`src/rtl/pc_sequencer.sv`:
```
// Fetch PC sequencer: sequential fetch, branch/jump redirect with one-cycle flush, redirect counter.
// Optional jump-register redirect is enabled by defining PC_SEQ_JR_EN.
module pc_sequencer #(
  parameter logic [31:0] RESET_PC = 32'h0000_0000,
  parameter int          CNT_W    = 16
) (
  input  logic             clk,
  input  logic             rst_n,
  input  logic             stall_i,
  input  logic             br_req_i,
  input  logic             br_taken_i,
  input  logic [31:0]      br_pc4_i,
  input  logic [31:0]      br_imm_i,
  input  logic             jmp_req_i,
  input  logic [31:0]      jmp_pc4_i,
  input  logic [25:0]      jmp_addr_i,
`ifdef PC_SEQ_JR_EN
  input  logic             jr_req_i,
  input  logic [31:0]      jr_addr_i,
`endif
  output logic [31:0]      pc_o,
  output logic [31:0]      pc4_o,
  output logic             flush_if_o,
  output logic             flush_id_o,
  output logic [CNT_W-1:0] redirect_cnt_o
);

  // state | meaning
  // RUN   | normal fetch; branch > (jr) > jump > stall > pc+4
  // FLUSH | one cycle after a redirect; kill IF/ID and ID/EX, ignore requests, pc+4
  typedef enum logic {RUN = 1'b0, FLUSH = 1'b1} state_t;

  state_t           state_q, state_d;
  logic [31:2]      pc_q, pc_d;
  logic [CNT_W-1:0] cnt_q;
  logic             redirect;
  logic             br_take;
  logic [31:0]      br_tgt;
  logic [31:0]      jmp_tgt;

  // The PC is held word-aligned by construction: only bits [31:2] are stored.
  assign pc_o    = {pc_q, 2'b00};
  assign pc4_o   = pc_o + 32'd4;
  assign br_take = br_req_i & br_taken_i;
  assign br_tgt  = br_pc4_i + {br_imm_i[29:0], 2'b00};
  assign jmp_tgt = {jmp_pc4_i[31:28], jmp_addr_i, 2'b00};

  assign flush_if_o     = (state_q == FLUSH);
  assign flush_id_o     = (state_q == FLUSH);
  assign redirect_cnt_o = cnt_q;

  always_comb begin
    state_d  = state_q;
    pc_d     = pc_q;
    redirect = 1'b0;
    case (state_q)
      RUN: begin
        if (br_take) begin
          pc_d     = br_tgt[31:2];
          redirect = 1'b1;
        end
`ifdef PC_SEQ_JR_EN
        else if (jr_req_i) begin
          pc_d     = jr_addr_i[31:2];
          redirect = 1'b1;
        end
`endif
        else if (jmp_req_i) begin
          pc_d     = jmp_tgt[31:2];
          redirect = 1'b1;
        end else if (!stall_i) begin
          pc_d = pc4_o[31:2];
        end
        if (redirect) state_d = FLUSH;
      end
      FLUSH: begin
        // Wrong-path requests and stall are both ignored here.
        pc_d    = pc4_o[31:2];
        state_d = RUN;
      end
      default: state_d = RUN;
    endcase
  end

  always_ff @(posedge clk or negedge rst_n) begin
    if (!rst_n) begin
      state_q <= RUN;
      pc_q    <= RESET_PC[31:2];
      cnt_q   <= '0;
    end else begin
      state_q <= state_d;
      pc_q    <= pc_d;
      if (redirect && (cnt_q != {CNT_W{1'b1}})) cnt_q <= cnt_q + 1'b1;
    end
  end

  logic unused_bits;
`ifdef PC_SEQ_JR_EN
  assign unused_bits = ^{br_imm_i[31:30], jmp_pc4_i[27:0], br_tgt[1:0], jmp_tgt[1:0], pc4_o[1:0], jr_addr_i[1:0]};
`else
  assign unused_bits = ^{br_imm_i[31:30], jmp_pc4_i[27:0], br_tgt[1:0], jmp_tgt[1:0], pc4_o[1:0]};
`endif

endmodule

```
`config.mk`:
```
export PLATFORM = sky130hd
export DESIGN_NAME = pc_sequencer
export DESIGN_NICKNAME = d
export VERILOG_FILES = /design/src/rtl/pc_sequencer.sv
export SDC_FILE = /design/constraint.sdc
export NUM_CORES = 1
export LEC_CHECK = 0
export ABC_CLOCK_PERIOD_IN_PS = 6200
export BUFFER_PORTS_ARGS = -buffer_cell sky130_fd_sc_hd__buf_2
export CAP_MARGIN = 20
export CORE_MARGIN = 3
export CORE_UTILIZATION = 52
export DETAILED_ROUTE_END_ITERATION = 16
export PLACE_DENSITY = 0.87
export SLEW_MARGIN = 30
export SYNTH_ARGS = -nofsm -noshare
export SYNTH_HDL_FRONTEND = slang
export SYNTH_SLANG_ARGS = --single-unit
export TNS_END_PERCENT = 5
```
`constraint.sdc`:
```
create_clock -name clk -period 6.2 [get_ports clk]
set_input_delay 0.62 -clock clk [delete_from_list [all_inputs] [get_ports clk]]
set_output_delay 0.62 -clock clk [all_outputs]
set_load 0.05 [all_outputs]
```
==> results of run 1 <==
-- path summary, 6_finish.rpt --
check	to	cells after the start	slack [ps]
worst max-delay path	pc4_o[28]	8	2400
worst min-delay path	redirect_cnt_o[0]$_DFFE_PN0P_	1	310
worst max register to register	redirect_cnt_o[15]$_DFFE_PN0P_	7	2490
worst min register to register	redirect_cnt_o[11]$_DFFE_PN0P_	1	490
max in group asynchronous	pc_q[13]$_DFFE_PN0P_	1	5460
min in group clk	redirect_cnt_o[11]$_DFFE_PN0P_	1	490
-- metal layers --
| metal | routed length [µm] | GRT usage [%] |
|---|---|---|
| met5 | 0 | 0 |
| met4 | 401 | 8.69 |
| met3 | 1410 | 2.56 |
| met2 | 7120 | 48.1 |
| met1 | 6080 | 38.9 |
-- sequential cells by signal (all words and copies together) (netlist names) --
signal,cells
redirect_cnt_o,16
pc_q,30
flush_id_o,1
-- layout make-up --
| class | instances | area (µm²) |
|---|---|---|
| multi-input cells | 516 | 3290 |
| flip-flops and latches | 47 | 1180 |
| clock inverters | 3 | 25.0 |
| inverters | 24 | 90.1 |
| well taps | 108 | 135 |
| clock buffers | 5 | 68.8 |
| fillers | 753 | 3050 |
| repair buffers | 175 | 883 |
-- critical path, stage by stage (launching register included) --
cell and delay, ps:
dfrtp_1 510, and3_1 270, and3_1 220, nand2_1 60
or4_1 640, nor3_1 410, nand2_1 130, xnor2_1 290
buf_2 330
-- Yosys cell counts, drive strengths merged, types with 3 or more instances --
master  number  area, µm²
ha          31        388
o21a         4       30.0
a21o        16        120
o21ai       42        210
o21bai       8       60.1
nand3       35        175
a22oi        3       22.5
xnor2       46        403
buf          6       41.3
dfrtp       47       1180
nor4         3       18.8
and3        12       75.1
a21oi       65        329
nand2       63        236
a31oi       16        100
a211oi       4       35.0
xor2        22        193
nor2        54        205
a221o        3       30.0
inv         24       90.1
o22ai       15       93.8
nor3        12       60.1
clkbuf      27        101
o221ai       3       26.3
o211ai       4       30.0
nand2b       5       31.3
nand4       10       62.6
-- stage by stage --
stage	worst slack [ps]	hold WS [ps]	area, µm²	instances	total power [µW]
CTS	2370	330	5670	878	1860
global placement	2390	467	5570	870	1630
global route	2300	346	5670	878	1960
detailed placement	2310	475	5570	870	1660
floorplan	2400	324	4700	620	1370
finish	2400	308	5670	878	1870
-- cell families (layout without fill, tap and decap cells) --
kind of cell | count (synthesis) | after routing
DFF | 47 | 47
xor gates and xnor gates | 68 | 68
and+or+nand+nor | 208 | 208
AOI/OAI and AO/OA | 201 | 201
other | 1 | 4
buffers and inverters | 57 | 207
muxes | 3 | 3
adders and majority gates | 32 | 32
-- power breakdown --
| group | total, µW | internal, µW | switching [µW] |
|---|---|---|---|
| Combinational | 1160 | 315 | 849 |
| Sequential | 503 | 381 | 122 |
| Clock | 199 | 80.9 | 118 |
| Total | 1870 | 778 | 1090 |
==> impl_metrics.py, run 1 <==
metrics = {
    "outcome": {
        "outcome": "finished clean",
    },
    "placement": {
        "dp_hpwl_um": 11700,
        "io_buffer_count": 173,
        "gp_congestion": 0.907,
    },
    "timing": {
        "worstMarginPinSlew_ps": 892,
        "rsz0062_at_grt": "false",
        "slew_viol_final": 0,
        "relSlewSlack_pct": 40.5,
        "clock_skew_ps": 12.9,
        "finalSetupTns_ps": 0,
        "setup_viol_count_final": 0,
        "hold_viol_final": 0,
        "fmax_mhz": 263,
        "min_period_over_period_pct": 61.3,
        "fin_crit_ps": 3800,
    },
    "cts": {
        "clk_latency_ps": 310,
        "cts.sinks": 47,
        "cts_hold_buf": 0,
        "root_buffer": "clkbuf_8",
        "post_cts_buffers": 0,
        "cts_resized": 0,
        "cts_buffer_depth": 2,
        "htreeDepth": 2,
        "numCtsBuffers": 5,
        "tritoncts": "done",
        "cts.clk_slew.worst_paths_ps": 100,
    },
    "yosys": {
        "yosys.area_share.simple_pct": 20.6,
        "synth-main-ff-cell": "dfrtp_1",
        "synth_mux_area_share_pct": 0.668,
        "yosys.area_share.xor_xnor_pct": 12.7,
        "avgSynthCellArea_um2": 7.59,
        "synth-warning-count": 0,
        "synth_top_family_by_area": "compound AO/OA/AOI/OAI gates",
        "netlist_area_mm2": 0.00469,
        "synth_seq_area_share_pct": 25.1,
        "synth_cell_types": 57,
        "synth-edff-count": 0,
        "synthCells": 617,
        "synth-compound-area-share_pct": 27.2,
        "synth_fa_ha_area_share_pct": 8.70,
        "ys_ff_latch": 47,
        "synthArstFlopShare_pct": 100,
    },
    "floorplanning": {
        "core_area_mm2": 0.00872,
        "rows": 34,
        "initial_core_util_pct": 53.7,
        "num_io_pins": 210,
        "die_x_um": 101,
        "die_area_mm2": 0.0102,
        "dieHeight_um": 101,
    },
    "drt": {
        "drt_iter0_markers": 511,
        "routedWlPerCell_um": 17.1,
        "routed_wirelength_um": 15000,
        "viasPerCell": 6.12,
        "drc": 0,
        "vias": 5376,
        "dr.pass1.iters": 6,
        "ant_nets": 0,
    },
    "global_routing": {
        "grt_overflow": 0,
        "track_usage_pct": 28.6,
        "grt_pass1_wl_um": 23900,
        "grt_max_degree": 48,
        "antenna_found_initial": 0,
        "grt_pass1_vias": 4961,
    },
    "job": {
        "drv_cap": 0,
    },
    "pwr": {
        "leakagePower_uw": 0.00277,
        "ir_worst_vdd_mv": 0.274,
        "power-per-cell-area_mw_per_mm2": 329,
    },
    "worst_setup_path": {
        "crit_type": "flip-flop to output port",
        "critPathLaunchType": "flip-flop",
        "crit_path_end_kind": "output port",
        "critPathMaxFanout": 8,
        "cp.required_ps": 5580,
        "worstReg2RegStart": "flush_id_o$_DFF_PN0_",
        "crit_start": "pc_q[7]$_DFFE_PN0P_",
        "cp_data_arrival_time_ps": 3180,
    },
    "layout": {
        "area_delta_synth_final_pct": 21.1,
        "drive_gt1_share_pct": 25.3,
        "final_common_cell": "buf_2",
        "fin_util_pct": 65.1,
        "diodes": 0,
        "most-common-layout-cells": "172 x buf_2, 64 x a21oi_1, 63 x nand2_1",
        "final_net_count": 929,
    },
    "min_path": {
        "min_path_type": "primary input to asynchronous set/reset pin",
    },
}
Power figures use the tool's default switching activity.
==> run 2: changes to the inputs <==
--- a/config.mk
+++ b/config.mk
@@ -5,13 +5,14 @@
 export SDC_FILE = /design/constraint.sdc
 export NUM_CORES = 1
 export LEC_CHECK = 0
-export ABC_CLOCK_PERIOD_IN_PS = 6200
+export ABC_AREA = 1
+export ABC_CLOCK_PERIOD_IN_PS = 3850
 export BUFFER_PORTS_ARGS = -buffer_cell sky130_fd_sc_hd__buf_2
 export CAP_MARGIN = 20
 export CORE_MARGIN = 3
-export CORE_UTILIZATION = 52
+export CORE_UTILIZATION = 51
 export DETAILED_ROUTE_END_ITERATION = 16
-export PLACE_DENSITY = 0.87
+export PLACE_DENSITY = 0.82
 export SLEW_MARGIN = 30
 export SYNTH_ARGS = -nofsm -noshare
 export SYNTH_HDL_FRONTEND = slang
==> constraint.sdc (replaced) <==
create_clock -name clk -period 3.85 [get_ports clk]
set_input_delay 0.385 -clock clk [delete_from_list [all_inputs] [get_ports clk]]
set_output_delay 0.385 -clock clk [all_outputs]
set_load 0.05 [all_outputs]
==> run 2 against run 1 <==
Global-route usage is 0.78 points lower. Sequential share of layout area decreased by 3.4 points. Die area is 23% higher. Setup slack worse by 1200 ps. Combinational power grew 74%. Power up 72%. Clock-buffer cell count did not move. Final area rose by 20%. Via count grew 26%. Core utilization is 2.7 points lower. Synthesized area increased by 22%. First-iteration DRC count grew 7.4%. Critical path type unchanged. Largest power group unchanged.
==> impl_metrics.py, run 2 <==
metrics = {
    "global_routing": {
        "grt_pass1_wl_um": 29000,
        "grt_max_degree": 48,
        "grt_overflow": 0,
        "track_usage_pct": 27.8,
        "antenna_found_initial": 0,
        "grt_pass1_vias": 6213,
    },
    "drt": {
        "routed_wirelength_um": 17500,
        "routedWlPerCell_um": 13.3,
        "ant_nets": 0,
        "viasPerCell": 5.16,
        "drt_iter0_markers": 549,
        "dr.pass1.iters": 5,
        "drc": 0,
        "vias": 6779,
    },
    "layout": {
        "regMostFlops": "pc_q",
        "largest_register_ffs": 30,
        "most-common-layout-cells": "413 x nand2_1, 172 x buf_2, 137 x inv_1",
        "fin_util_pct": 62.4,
        "design_area_mm2": 0.00679,
        "final_net_count": 1333,
        "nFillCells": 1105,
        "diodes": 0,
        "final_common_cell": "nand2_1",
        "area_delta_synth_final_pct": 18.7,
        "drive_gt1_share_pct": 18.2,
        "stdcell_count": 1313,
    },
    "cts": {
        "clk_latency_ps": 310,
        "htreeDepth": 2,
        "cts_buffer_depth": 2,
        "cts.sinks": 47,
        "cts.clk_slew.worst_paths_ps": 90,
        "numCtsBuffers": 5,
        "post_cts_buffers": 0,
        "cts_hold_buf": 0,
        "tritoncts": "done",
        "root_buffer": "clkbuf_8",
        "cts_resized": 0,
    },
    "worst_setup_path": {
        "critPathMaxFanout": 5,
        "worstSetupEndpoint": "pc4_o[16]",
        "ff2ff_path_depth": 9,
        "crit_type": "flip-flop to output port",
        "cp.required_ps": 3460,
        "crit_start": "pc_q[2]$_DFFE_PN0P_",
        "critPathLaunchType": "flip-flop",
        "worstReg2RegStart": "flush_id_o$_DFF_PN0_",
        "cp_data_arrival_time_ps": 2280,
        "r2r-end": "pc_q[22]$_DFFE_PN0P_",
        "crit_path_end_kind": "output port",
        "reg2reg_slack_ps": 1220,
    },
    "floorplanning": {
        "num_io_pins": 210,
        "rows": 38,
        "die_x_um": 112,
        "initial_core_util_pct": 52.5,
        "core_area_mm2": 0.0109,
        "dieHeight_um": 112,
        "die_area_mm2": 0.0125,
    },
    "timing": {
        "setup_viol_count_final": 0,
        "fin_crit_ps": 2660,
        "fmax_mhz": 376,
        "rsz0062_at_grt": "false",
        "min_period_over_period_pct": 69.1,
        "relSlewSlack_pct": 36.5,
        "worstMarginPinSlew_ps": 946,
        "clock_skew_ps": 5.71,
        "slew_viol_final": 0,
        "finalSetupTns_ps": 0,
        "hold_viol_final": 0,
    },
    "placement": {
        "dpl_cell_area_mm2": 0.00668,
        "io_buffer_count": 173,
        "gp_congestion": 0.952,
        "place_inst": 1306,
        "dp_hpwl_um": 14400,
    },
    "yosys": {
        "synth-main-ff-cell": "dfrtp_1",
        "ys_ff_latch": 47,
        "synth_most_common_cell": "nand2_1",
        "synth-edff-count": 0,
        "netlist_area_mm2": 0.00572,
        "synth_cell_types": 37,
        "synth_top_area_share_pct": 27.1,
        "synth-warning-count": 0,
        "synth_area_leaders": "nand2_1 27%, dfrtp_1 21%, inv_1 9.1%",
        "synth_largest_area_cell": "nand2_1",
        "yosys-top-cells-count": "413 x nand2_1, 138 x inv_1, 87 x nor2_1",
        "synthArstFlopShare_pct": 100,
        "avgSynthCellArea_um2": 5.66,
        "synthCells": 1010,
        "synth_seq_area_share_pct": 20.6,
    },
    "pwr": {
        "power-per-cell-area_mw_per_mm2": 472,
        "leakagePower_uw": 0.00394,
        "ir_worst_vdd_mv": 0.574,
    },
    "min_path": {
        "min_path_type": "primary input to asynchronous set/reset pin",
    },
    "outcome": {
        "outcome": "finished clean",
    },
    "job": {
        "drv_cap": 0,
    },
}
run 2: final cells by class:
cell class,count,area [µm²],area share [%]
Multi-Input combinational cell,800,3910,57.6
Sequential cell,47,1180,17.3
Timing Repair Buffer,175,883,13.0
Inverter,144,541,7.96
Tap cell,140,175,2.58
Clock buffer,5,68.8,1.01
Clock inverter,2,37.5,0.553
run 2: routing by layer:
metal	GRT usage (%)	wire, µm	vias to the layer above
met4	8.92	467	0
met3	3.15	1580	32
met2	44.6	7700	310
met5	0	0	-
li1	-	-	3481
met1	39.2	7740	2956
run 2: how the worst min path moves through the flow:
stage | from | to | slack, ps | cells after the start
floorplan | rst_n | flush_id_o$_DFF_PN0_ | 90 | 0
global placement | redirect_cnt_o[14]$_DFFE_PN0P_ | redirect_cnt_o[14]$_DFFE_PN0P_ | 480 | 1
detailed placement | rst_n | redirect_cnt_o[13]$_DFFE_PN0P_ | 430 | 1
CTS | rst_n | redirect_cnt_o[13]$_DFFE_PN0P_ | 90 | 1
global route | rst_n | redirect_cnt_o[9]$_DFFE_PN0P_ | 120 | 1
finish | rst_n | redirect_cnt_o[9]$_DFFE_PN0P_ | 60 | 1
run 2: report_power, final:
part           switching [µW]  total, µW  internal, µW
clock                     180        370           190
sequential                197        816           619
combinational            1530       2020           495
total                    1900       3210          1300
run 2: metrics by stage:
step / total power, µW / worst slack [ps] / hold WS [ps]
after floorplan: 2320 / 1060 / 89.4
after global placement: 2810 / 1310 / 477
after detailed placement: 2830 / 1240 / 431
after CTS: 3200 / 1220 / 92.4
after global routing: 3420 / 962 / 119
final: 3210 / 1190 / 60.3
run 2: kinds of logic (layout without fill, tap and decap cells):
kind of cell | Yosys count | after routing | share of synthesized area [%]
simple gates | 615 | 615 | 45.0
buf+inv | 166 | 326 | 11.3
compound gates | 116 | 116 | 10.5
flops | 47 | 47 | 20.6
xor+xnor | 33 | 33 | 5.45
fa+ha+maj | 32 | 32 | 7.13
other cells | 1 | 4 | 0.0656
run 2: worst max-delay path, cell delays in order (launching register included):
cell     delay (ps)
dfrtp_1         430
ha_1            320
nand3_2         210
nor2_2          260
nand2_2         110
inv_2            90
nand2_1          70
xnor2_1         180
buf_2           290
